**src/rtl/clock_set_ctrl.sv**
```systemverilog
// Set-mode controller for the HH:MM:SS counter: 1 Hz enable divider, two debounced
// push-buttons, and a RUN/SET_H/SET_M/SET_S editor that presets the counter on exit.
module clock_set_ctrl #(
    parameter int CLK_HZ       = 50_000_000,
    parameter int DEBOUNCE_CYC = 1_000_000
) (
    input  logic       clk,
    input  logic       rst_n,
    input  logic       btn_mode,
    input  logic       btn_inc,
    input  logic [3:0] cur_s0,
    input  logic [2:0] cur_s1,
    input  logic [3:0] cur_m0,
    input  logic [2:0] cur_m1,
    input  logic [3:0] cur_h0,
    input  logic [1:0] cur_h1,
    output logic       en,
    output logic       load,
    output logic [3:0] sd0,
    output logic [2:0] sd1,
    output logic [3:0] md0,
    output logic [2:0] md1,
    output logic [3:0] hd0,
    output logic [2:0] hd1,
    output logic [1:0] set_mode
);

    localparam int TICK_W = $clog2(CLK_HZ);
    localparam int DB_W   = $clog2(DEBOUNCE_CYC + 1);
    localparam logic [TICK_W-1:0] TICK_LAST = TICK_W'(CLK_HZ - 1);
    localparam logic [DB_W-1:0]   DB_LAST   = DB_W'(DEBOUNCE_CYC - 1);

    typedef enum logic [1:0] {
        ST_RUN   = 2'd0,
        ST_SET_H = 2'd1,
        ST_SET_M = 2'd2,
        ST_SET_S = 2'd3
    } state_e;

    function automatic logic [2:0] sat_tens(input logic [2:0] t);
        return (t > 3'd5) ? 3'd5 : t;
    endfunction

    function automatic logic [3:0] sat_units(input logic [3:0] u);
        return (u > 4'd9) ? 4'd9 : u;
    endfunction

    function automatic logic [5:0] sat_hours(input logic [1:0] t, input logic [3:0] u);
        logic [1:0] tt;
        logic [3:0] uu;
        tt = (t > 2'd2) ? 2'd2 : t;
        uu = sat_units(u);
        if (tt == 2'd2 && uu > 4'd3) begin
            uu = 4'd3;
        end
        return {tt, uu};
    endfunction

    function automatic logic [5:0] inc_hours(input logic [1:0] t, input logic [3:0] u);
        if (t == 2'd2 && u >= 4'd3) begin
            return 6'd0;
        end else if (u >= 4'd9) begin
            return {t + 2'd1, 4'd0};
        end else begin
            return {t, u + 4'd1};
        end
    endfunction

    function automatic logic [6:0] inc_base60(input logic [2:0] t, input logic [3:0] u);
        if (u >= 4'd9) begin
            if (t >= 3'd5) begin
                return 7'd0;
            end else begin
                return {t + 3'd1, 4'd0};
            end
        end else begin
            return {t, u + 4'd1};
        end
    endfunction

    // Button conditioning: bit 0 = mode, bit 1 = inc
    logic [1:0]           btn_raw;
    logic [1:0]           sync1_q, sync2_q;
    logic [1:0]           lvl_q, lvl_d, lvl_prev_q;
    logic [1:0][DB_W-1:0] db_cnt_q, db_cnt_d;
    logic [1:0]           press;
    logic                 mode_press, inc_press;

    assign btn_raw = {btn_inc, btn_mode};

    always_ff @(posedge clk or negedge rst_n) begin
        if (!rst_n) begin
            sync1_q    <= '0;
            sync2_q    <= '0;
            lvl_q      <= '0;
            lvl_prev_q <= '0;
            db_cnt_q   <= '0;
        end else begin
            sync1_q    <= btn_raw;
            sync2_q    <= sync1_q;
            lvl_q      <= lvl_d;
            lvl_prev_q <= lvl_q;
            db_cnt_q   <= db_cnt_d;
        end
    end

    // Any sample matching the accepted level restarts the stability count.
    always_comb begin
        lvl_d    = lvl_q;
        db_cnt_d = '0;
        for (int b = 0; b < 2; b++) begin
            if (sync2_q[b] != lvl_q[b]) begin
                if (db_cnt_q[b] == DB_LAST) begin
                    lvl_d[b] = ~lvl_q[b];
                end else begin
                    db_cnt_d[b] = db_cnt_q[b] + 1'b1;
                end
            end
        end
    end

    assign press      = lvl_q & ~lvl_prev_q;
    assign mode_press = press[0];
    assign inc_press  = press[1];

    // Mode FSM
    state_e state_q, state_d;
    logic   load_q, load_d;

    always_ff @(posedge clk or negedge rst_n) begin
        if (!rst_n) begin
            state_q <= ST_RUN;
            load_q  <= 1'b0;
        end else begin
            state_q <= state_d;
            load_q  <= load_d;
        end
    end

    always_comb begin
        state_d = state_q;
        load_d  = 1'b0;
        if (mode_press) begin
            unique case (state_q)
                ST_RUN:   state_d = ST_SET_H;
                ST_SET_H: state_d = ST_SET_M;
                ST_SET_M: state_d = ST_SET_S;
                ST_SET_S: begin
                    state_d = ST_RUN;
                    load_d  = 1'b1;
                end
                default:  state_d = ST_RUN;
            endcase
        end
    end

    // Tick divider restarts from zero on the load cycle so seconds align to the edit exit.
    logic [TICK_W-1:0] tick_cnt_q, tick_cnt_d;
    logic              tick;

    assign tick = (tick_cnt_q == TICK_LAST);

    always_ff @(posedge clk or negedge rst_n) begin
        if (!rst_n) begin
            tick_cnt_q <= '0;
        end else begin
            tick_cnt_q <= tick_cnt_d;
        end
    end

    always_comb begin
        tick_cnt_d = tick_cnt_q + 1'b1;
        if (state_q != ST_RUN || load_q || tick) begin
            tick_cnt_d = '0;
        end
    end

    always_comb begin
        set_mode = state_q;
        load     = load_q;
        en       = tick && (state_q == ST_RUN) && !load_q;
    end

    // Edit registers
    logic [1:0] h1_q, h1_d;
    logic [3:0] h0_q, h0_d;
    logic [2:0] m1_q, m1_d;
    logic [3:0] m0_q, m0_d;
    logic [2:0] s1_q, s1_d;
    logic [3:0] s0_q, s0_d;

    always_ff @(posedge clk or negedge rst_n) begin
        if (!rst_n) begin
            h1_q <= '0;
            h0_q <= '0;
            m1_q <= '0;
            m0_q <= '0;
            s1_q <= '0;
            s0_q <= '0;
        end else begin
            h1_q <= h1_d;
            h0_q <= h0_d;
            m1_q <= m1_d;
            m0_q <= m0_d;
            s1_q <= s1_d;
            s0_q <= s0_d;
        end
    end

    // Capture is clamped so the presets stay legal even if the counter feeds garbage.
    always_comb begin
        h1_d = h1_q;
        h0_d = h0_q;
        m1_d = m1_q;
        m0_d = m0_q;
        s1_d = s1_q;
        s0_d = s0_q;
        if (mode_press) begin
            if (state_q == ST_RUN) begin
                {h1_d, h0_d} = sat_hours(cur_h1, cur_h0);
                m1_d         = sat_tens(cur_m1);
                m0_d         = sat_units(cur_m0);
                s1_d         = sat_tens(cur_s1);
                s0_d         = sat_units(cur_s0);
            end
        end else if (inc_press) begin
            case (state_q)
                ST_SET_H: {h1_d, h0_d} = inc_hours(h1_q, h0_q);
                ST_SET_M: {m1_d, m0_d} = inc_base60(m1_q, m0_q);
                ST_SET_S: {s1_d, s0_d} = inc_base60(s1_q, s0_q);
                default:  ;
            endcase
        end
    end

    assign hd1 = {1'b0, h1_q};
    assign hd0 = h0_q;
    assign md1 = m1_q;
    assign md0 = m0_q;
    assign sd1 = s1_q;
    assign sd0 = s0_q;

endmodule

```
**config.mk**
```make
export PLATFORM = sky130hd
export DESIGN_NAME = clock_set_ctrl
export DESIGN_NICKNAME = d
export VERILOG_FILES = /design/src/rtl/clock_set_ctrl.sv
export SDC_FILE = /design/constraint.sdc
export NUM_CORES = 1
export LEC_CHECK = 0
export ABC_AREA = 1
export CORE_ASPECT_RATIO = 0.9
export CORE_UTILIZATION = 31
export DETAILED_ROUTE_END_ITERATION = 8
export SYNTH_ARGS = -nofsm -noshare
export SYNTH_HDL_FRONTEND = slang
export SYNTH_SLANG_ARGS = --single-unit
```
**constraint.sdc**
```tcl
create_clock -name clk -period 1.9 [get_ports clk]
set_input_delay 0.285 -clock clk [delete_from_list [all_inputs] [get_ports clk]]
set_output_delay 0.285 -clock clk [all_outputs]
set_load 0.05 [all_outputs]
```
### Word-level counts from Yosys, hierarchy flattened

Index checks and enable logic that the tools add are counted.

* register bits after elaboration: 97
* input bits: 24
* latch bits: 0
* memory bits (read-only): 0
* logic and storage cells: 122
* output and inout port bits: 25
* memories kept: 0
* bits in writable memories: 0

* magnitude comparators: 13
* div/mod/pow operators: 0
* shift-type cells: 0
* reduce and logical (&&, ||, !) cells: 24
* multipliers: 0
* multiplexer cells: 45
* add/subtract/negate cells: 9
* bitwise gates (word level): 4
* eq/ne operators: 11

Operator list (count)
* 2-to-1 mux 20 bit: 4
* 2-to-1 mux 4 bit: 16
* adder 20 x 1 -> 20 bit (second input constant): 2
* == test 20 bit (second input constant): 2
* 2-to-1 mux 3 bit: 10
* 2-to-1 mux 7 bit: 4
* adder 26 x 1 -> 26 bit (second input constant): 1
* == test 26 bit (second input constant): 1
* 2-to-1 mux 26 bit: 1
* nonzero test 2 bit: 7
* adder 4 x 1 -> 4 bit (second input constant): 3
* greater-or-equal comparator 4 bit (second input constant): 3
* > comparator 4 bit (second input constant): 3
* 2-to-1 mux 6 bit: 2
* AND reduction 4 bit: 3
* 2-to-1 mux 2 bit: 5
* AND reduction 3 bit: 3
* == test 2 bit (second input constant): 4
* one-hot mux 2 bit (4 select lines): 1
* adder 3 x 1 -> 3 bit (second input constant): 2
* greater-or-equal comparator 3 bit (second input constant): 2
* > comparator 3 bit (second input constant): 2
* greater-or-equal comparator 4 x 2 -> 1 bit (second input constant): 1
* > comparator 4 x 2 -> 1 bit (second input constant): 1
* 15 further kinds: 23

### Logic depth before layout (Yosys ltp)

* word-level depth: 7
* gate-level depth with buffers: 11
* depth with buffers taken out: 11

### Least setup slack after synthesis

Ideal clock, no wire load.

* path type: register to output
* start: register state_q[0] (netlist: set_mode[0])
* end: output en
* slack: -0.744 ns
* data required time: 1.615 ns
* arrival: 2.359 ns
* buffers on the path: 0
* cell stages (with the launch flop): 7
* path through: dfrtp_1 > inv_1 > ha_1 > inv_1 > nor2_1 > inv_1 > nor3_1

* longest elaborated chain between the ends: 3

RTL lines
* start, declared: RTL line 127 `state_e state_q, state_d;`
* start signal, assigned: RTL line 135 `state_q <= state_d;`
* logical NOT 2 bit: RTL line 181 `en = tick && (state_q == ST_RUN) && !load_q;`
* logical AND 1 bit (2 in a row): RTL line 181
* end, declared: RTL line 17 `output logic en,`

Every way passes these cells.

### Worst setup path in the final report

* start: register state_q[1] (netlist: set_mode[1])
* end: output en

The elaborated chain is that of the path after synthesis.

==> results <==
- The flow ran to the end, and the final reports show no timing, DRC or antenna violations.
- The placer's final routability congestion estimate is 0.9133.
- Data arrives at the worst endpoint at 1.56 ns.
- The worst hold endpoint is sync2_q[1].
- For this block, the routed nets add up to 13,010 microns of wire.
- Once placement completed, the tool counted placed cells totaling 1,088.
- In this run, the number of DRC markers left after iteration 0 of detailed routing was 351.
- TritonCTS created 9 clock buffers.
- The transition time at the pin with the least slew margin is 0.5001 ns.
- The detail-routed net length per standard cell is 11.51 microns.
- The synthesized instance count is 802.
- For this run, the register share of the synthesized area comes to 42.31%.
- The cell family contributing the most delay on the critical path is flip-flops.
- The first-pass GRT wire length is 22,260 microns.
- The worst reg-to-reg setup slack is 0.26 ns.
- Sorting the synthesized cells by area gives the leading types as dfrtp_1 42%, nand2_1 14%, nor2_1 11%.
- In the final layout, the share of cells above drive strength 1 is 11.91%.
- The critical hold path startpoint is sync1_q[1].
- For this design the static power due to leakage is 0.003255 uW.
- Max-cap violations in this run came to 0.
- The sequential power share is 51.2%.
- In this run the critical register-to-register path is captured at db_cnt_q[16].
- In this run, synthesis inferred 0 flip-flops with an integrated enable.
- The clock skew is 0.01477 ns.
- The placeable core area is 17,840 sq um.
- STA classifies the critical path startpoint as a register.
- The initial core utilization is 32.15%.
- The die span in y is 131.1 microns.
- The post-synthesis register bit count is 97.
- The clock tree from TritonCTS is done.
- The maximum achievable frequency is 542.5 MHz.
- In this run the count of I/O pins placed on the die edge is 49.
- The number of setup violations in the final report is 0.
- The maximum buffer depth of the clock tree is 2.
- The initial antenna violation count is 0.
- Of the post-synthesis cell area, the dominant cell type holds 42.31%.
- The average instance in the mapped netlist occupies 7.153 sq um.
- The maximum VDD drop is 0.4756 mV.
- The row count is 46.
- Power spread over the standard cell area amounts to 576.2 nW/um^2.
- The number of global-route vias before repair came to 4,663.
- After synthesis, the netlist uses 29 different library cells.
- The share of total power dissipated in combinational logic is 4.0%.
- The slowest stage of the critical path belongs to the cell dfrtp_2.
- The die boundary width is 145.4 microns.
- For the finished layout, the period the worst path requires is 1.843 ns.
- Setup repair after global routing could not meet its margin everywhere.
- For this run, the leading register cell type out of synthesis is dfrtp_1.
- The internal power consumption is 3085 uW.
- The first-pass iteration count of the detailed router is 5.
- Of the total power, the share spent switching nets is 24.31%.
- At the worst endpoint, the required time is 1.62 ns.
- The total overflow left after global routing is 0.
- The source of the worst register-to-register timing path is db_cnt_q[0].
- Counting both buffers and inverters, the worst setup path holds a total of 4.
- After legalization and detailed placement, the total HPWL measured 9640 microns.
- Entering global routing, the biggest net connects 50 pins.
- The category of the most critical setup path is register to output port.
- The signal on the critical path passes through inv_4 -> ha_4 -> inv_2 -> nor2_4 -> inv_2 -> nor3_4 -> buf_12.
- The count of endpoints failing hold in the final timing report was 0.
- The biggest area contributor in the post-synthesis netlist is dfrtp_1.
- Of all flip-flops after synthesis, the portion carrying an async set or reset was 100.0%.
- The worst reg2reg path depth is 8.
- The global-route total usage across every layer is 14.57%.
- The via count is 5,054.
- The final critical-path share of the clock period is 97.02%.
- The routed via count divided by cell count is 4.473.
- The tree built by TritonCTS fans out to 97 sinks.
- Synthesis produced a netlist with a net count of 848.
- The endpoint kind of the worst setup timing path is an output port.
- The most numerous cell in the Yosys netlist is nand2_1.
- Relative to the synthesized area, the layout overhead comes to 23.29%.
- After filler insertion, the fill cell instance count of the layout stands at 1,887.
- The clock slew seen by the registers of the worst setup and hold paths is 0.08 ns.
- The clock tree synthesis step divided the H-tree into 3 levels.
- The count of final max-slew check failures is 0.
- The repair_antennas step left the layout with diodes totalling 0.
- Leaving out filler cells and counting taps, the final layout contains 1,130.
- The later-pin clock latency in the skew report is 0.35 ns.
- Along the worst hold path, the cell count comes to 0.
- The net count of the finished layout is 931.
- The count of synthesis-stage warnings from yosys is 0.
- On the worst path, the slowest cell contributes a delay of 0.42 ns.
- By instance count, the cell type seen most on the critical path is inv_2.
- The biggest fanout along the worst timing path is 4.
- In this run the power spent charging and discharging nets is 990.7 uW.
- During placement, the flow inserted port buffers numbering 47.
- The headroom to the max-slew limit is 66.61%.
- Measured on the finished design, the core utilization comes to 39.64%.
- The commonest cells after synthesis are 220 x nand2_1, 173 x nor2_1, 97 x dfrtp_1.
- The count of unresolved DRC violations after routing is 0.
- The mapped cell area is 5737 sq um.
- The full die area is 19,050 sq um.
- The number of antenna-violating nets in the routed design is 0.
- The clock network power share is 44.8%.
- The path class of the tightest hold or removal check is register to register.
- In this run the clock root is driven by a clkbuf_16.
sequential cells by signal (all words and copies together) (netlist names), 3 cells and up:
name        count
db_cnt_q       40
tick_cnt_q     26
hd0             4
md0             4
sd0             4
md1             3
sd1             3
worst max path at each step:
| stage | to | from | depth (start not counted) | slack, ns |
|---|---|---|---|---|
| after floorplan | en | set_mode[0] | 6 | 0.03 |
| after global placement | en | set_mode[0] | 7 | 0.16 |
| after detailed placement | en | set_mode[0] | 7 | 0.15 |
| after CTS | en | set_mode[0] | 7 | -0.02 |
| after global routing | en | tick_cnt_q[18] | 6 | -0.06 |
| final | en | set_mode[1] | 7 | 0.06 |
what timing repair did:
action	4_1_cts	5_1_grt
hold buffers	1	0
pin swaps	4	7
resized for setup	20	12
hold endpoints to repair	17	0
endpoints found under the setup margin	7	4
setup buffers	7	18
cells by family (layout without fill, tap and decap cells):
kind of cell | Yosys count | after routing | share of synthesized area [%]
other | 1 | 1 | 0.06537
adders and majority gates | 22 | 22 | 4.798
xor gates and xnor gates | 37 | 37 | 5.649
buffers and inverters | 103 | 191 | 7.132
AOI/OAI and AO/OA | 47 | 47 | 4.297
and+or+nand+nor | 495 | 495 | 35.75
DFF | 97 | 97 | 42.31
layer usage:
metal,vias up,GRT usage (%),part of all wire [%]
li1,2658,-,-
met3,4,4.325,4.6
met4,0,3.158,0.43
met5,-,0,0
met1,2308,20.37,52
met2,84,22.23,43
final cells by class:
class | instances | area [sq um] | area share (%)
Multi-Input combinational cell | 602 | 2972 | 42.01
Sequential cell | 97 | 2431 | 34.37
Timing Repair Buffer | 79 | 700.7 | 9.906
Inverter | 96 | 362.8 | 5.130
Tap cell | 240 | 300.3 | 4.246
Clock buffer | 9 | 225.2 | 3.184
Clock inverter | 7 | 81.33 | 1.150
cells in the final DEF, fill, tap and decap left out, types with 3 or more instances in the layout:
cell             instances
dlymetal6s2s_1           3
nor3_1                  17
inv_1                   87
o21ai_0                 24
xnor2_1                 12
dfrtp_1                 94
a31oi_1                  3
nand2_2                 12
nand4_1                  7
dfrtp_2                  3
nor2_4                   3
nor2_2                   9
a21oi_1                 16
nand2_1                217
clkbuf_16                9
nand3_1                 52
ha_1                    20
buf_4                   44
nor2_1                 168
inv_2                    8
xor2_1                  25
dlygate4sd2_1            6
nand3b_1                 4
clkdlybuf4s50_1         23
worst register-to-register path, stage by stage (launching register included):
cell,delay [ns]
dfrtp_1,0.37
ha_1,0.26
inv_1,0.08
nor3_2,0.25
nand3_1,0.18
nand2_2,0.20
inv_2,0.09
nand2_1,0.07
nor2_1,0.04
stage by stage:
step | setup TNS (ns) | hold slack, ns | instance area, sq um | power, uW | setup slack, ns
5_1_grt | -0.06273 | 0.3697 | 7073 | 4285 | -0.06273
6_report | 0 | 0.3513 | 7073 | 4075 | 0.05665
3_5_place_dp | 0 | 0.2076 | 6507 | 2295 | 0.1476
4_1_cts | -0.01557 | 0.3540 | 6914 | 4168 | -0.01557
3_3_place_gp | 0 | 0.2086 | 6507 | 2294 | 0.1589
2_1_floorplan | 0 | -0.01059 | 5753 | 2178 | 0.03063
power groups by stage:
stage,Combinational [uW],Sequential [uW],Clock (uW)
final,163,2090,1820
after floorplan,51.0,2130,0
after global placement,166,2130,0
after global routing,189,2090,2010
after CTS,169,2090,1910
after detailed placement,167,2130,0
No activity file was read; power rests on OpenSTA's default activity.
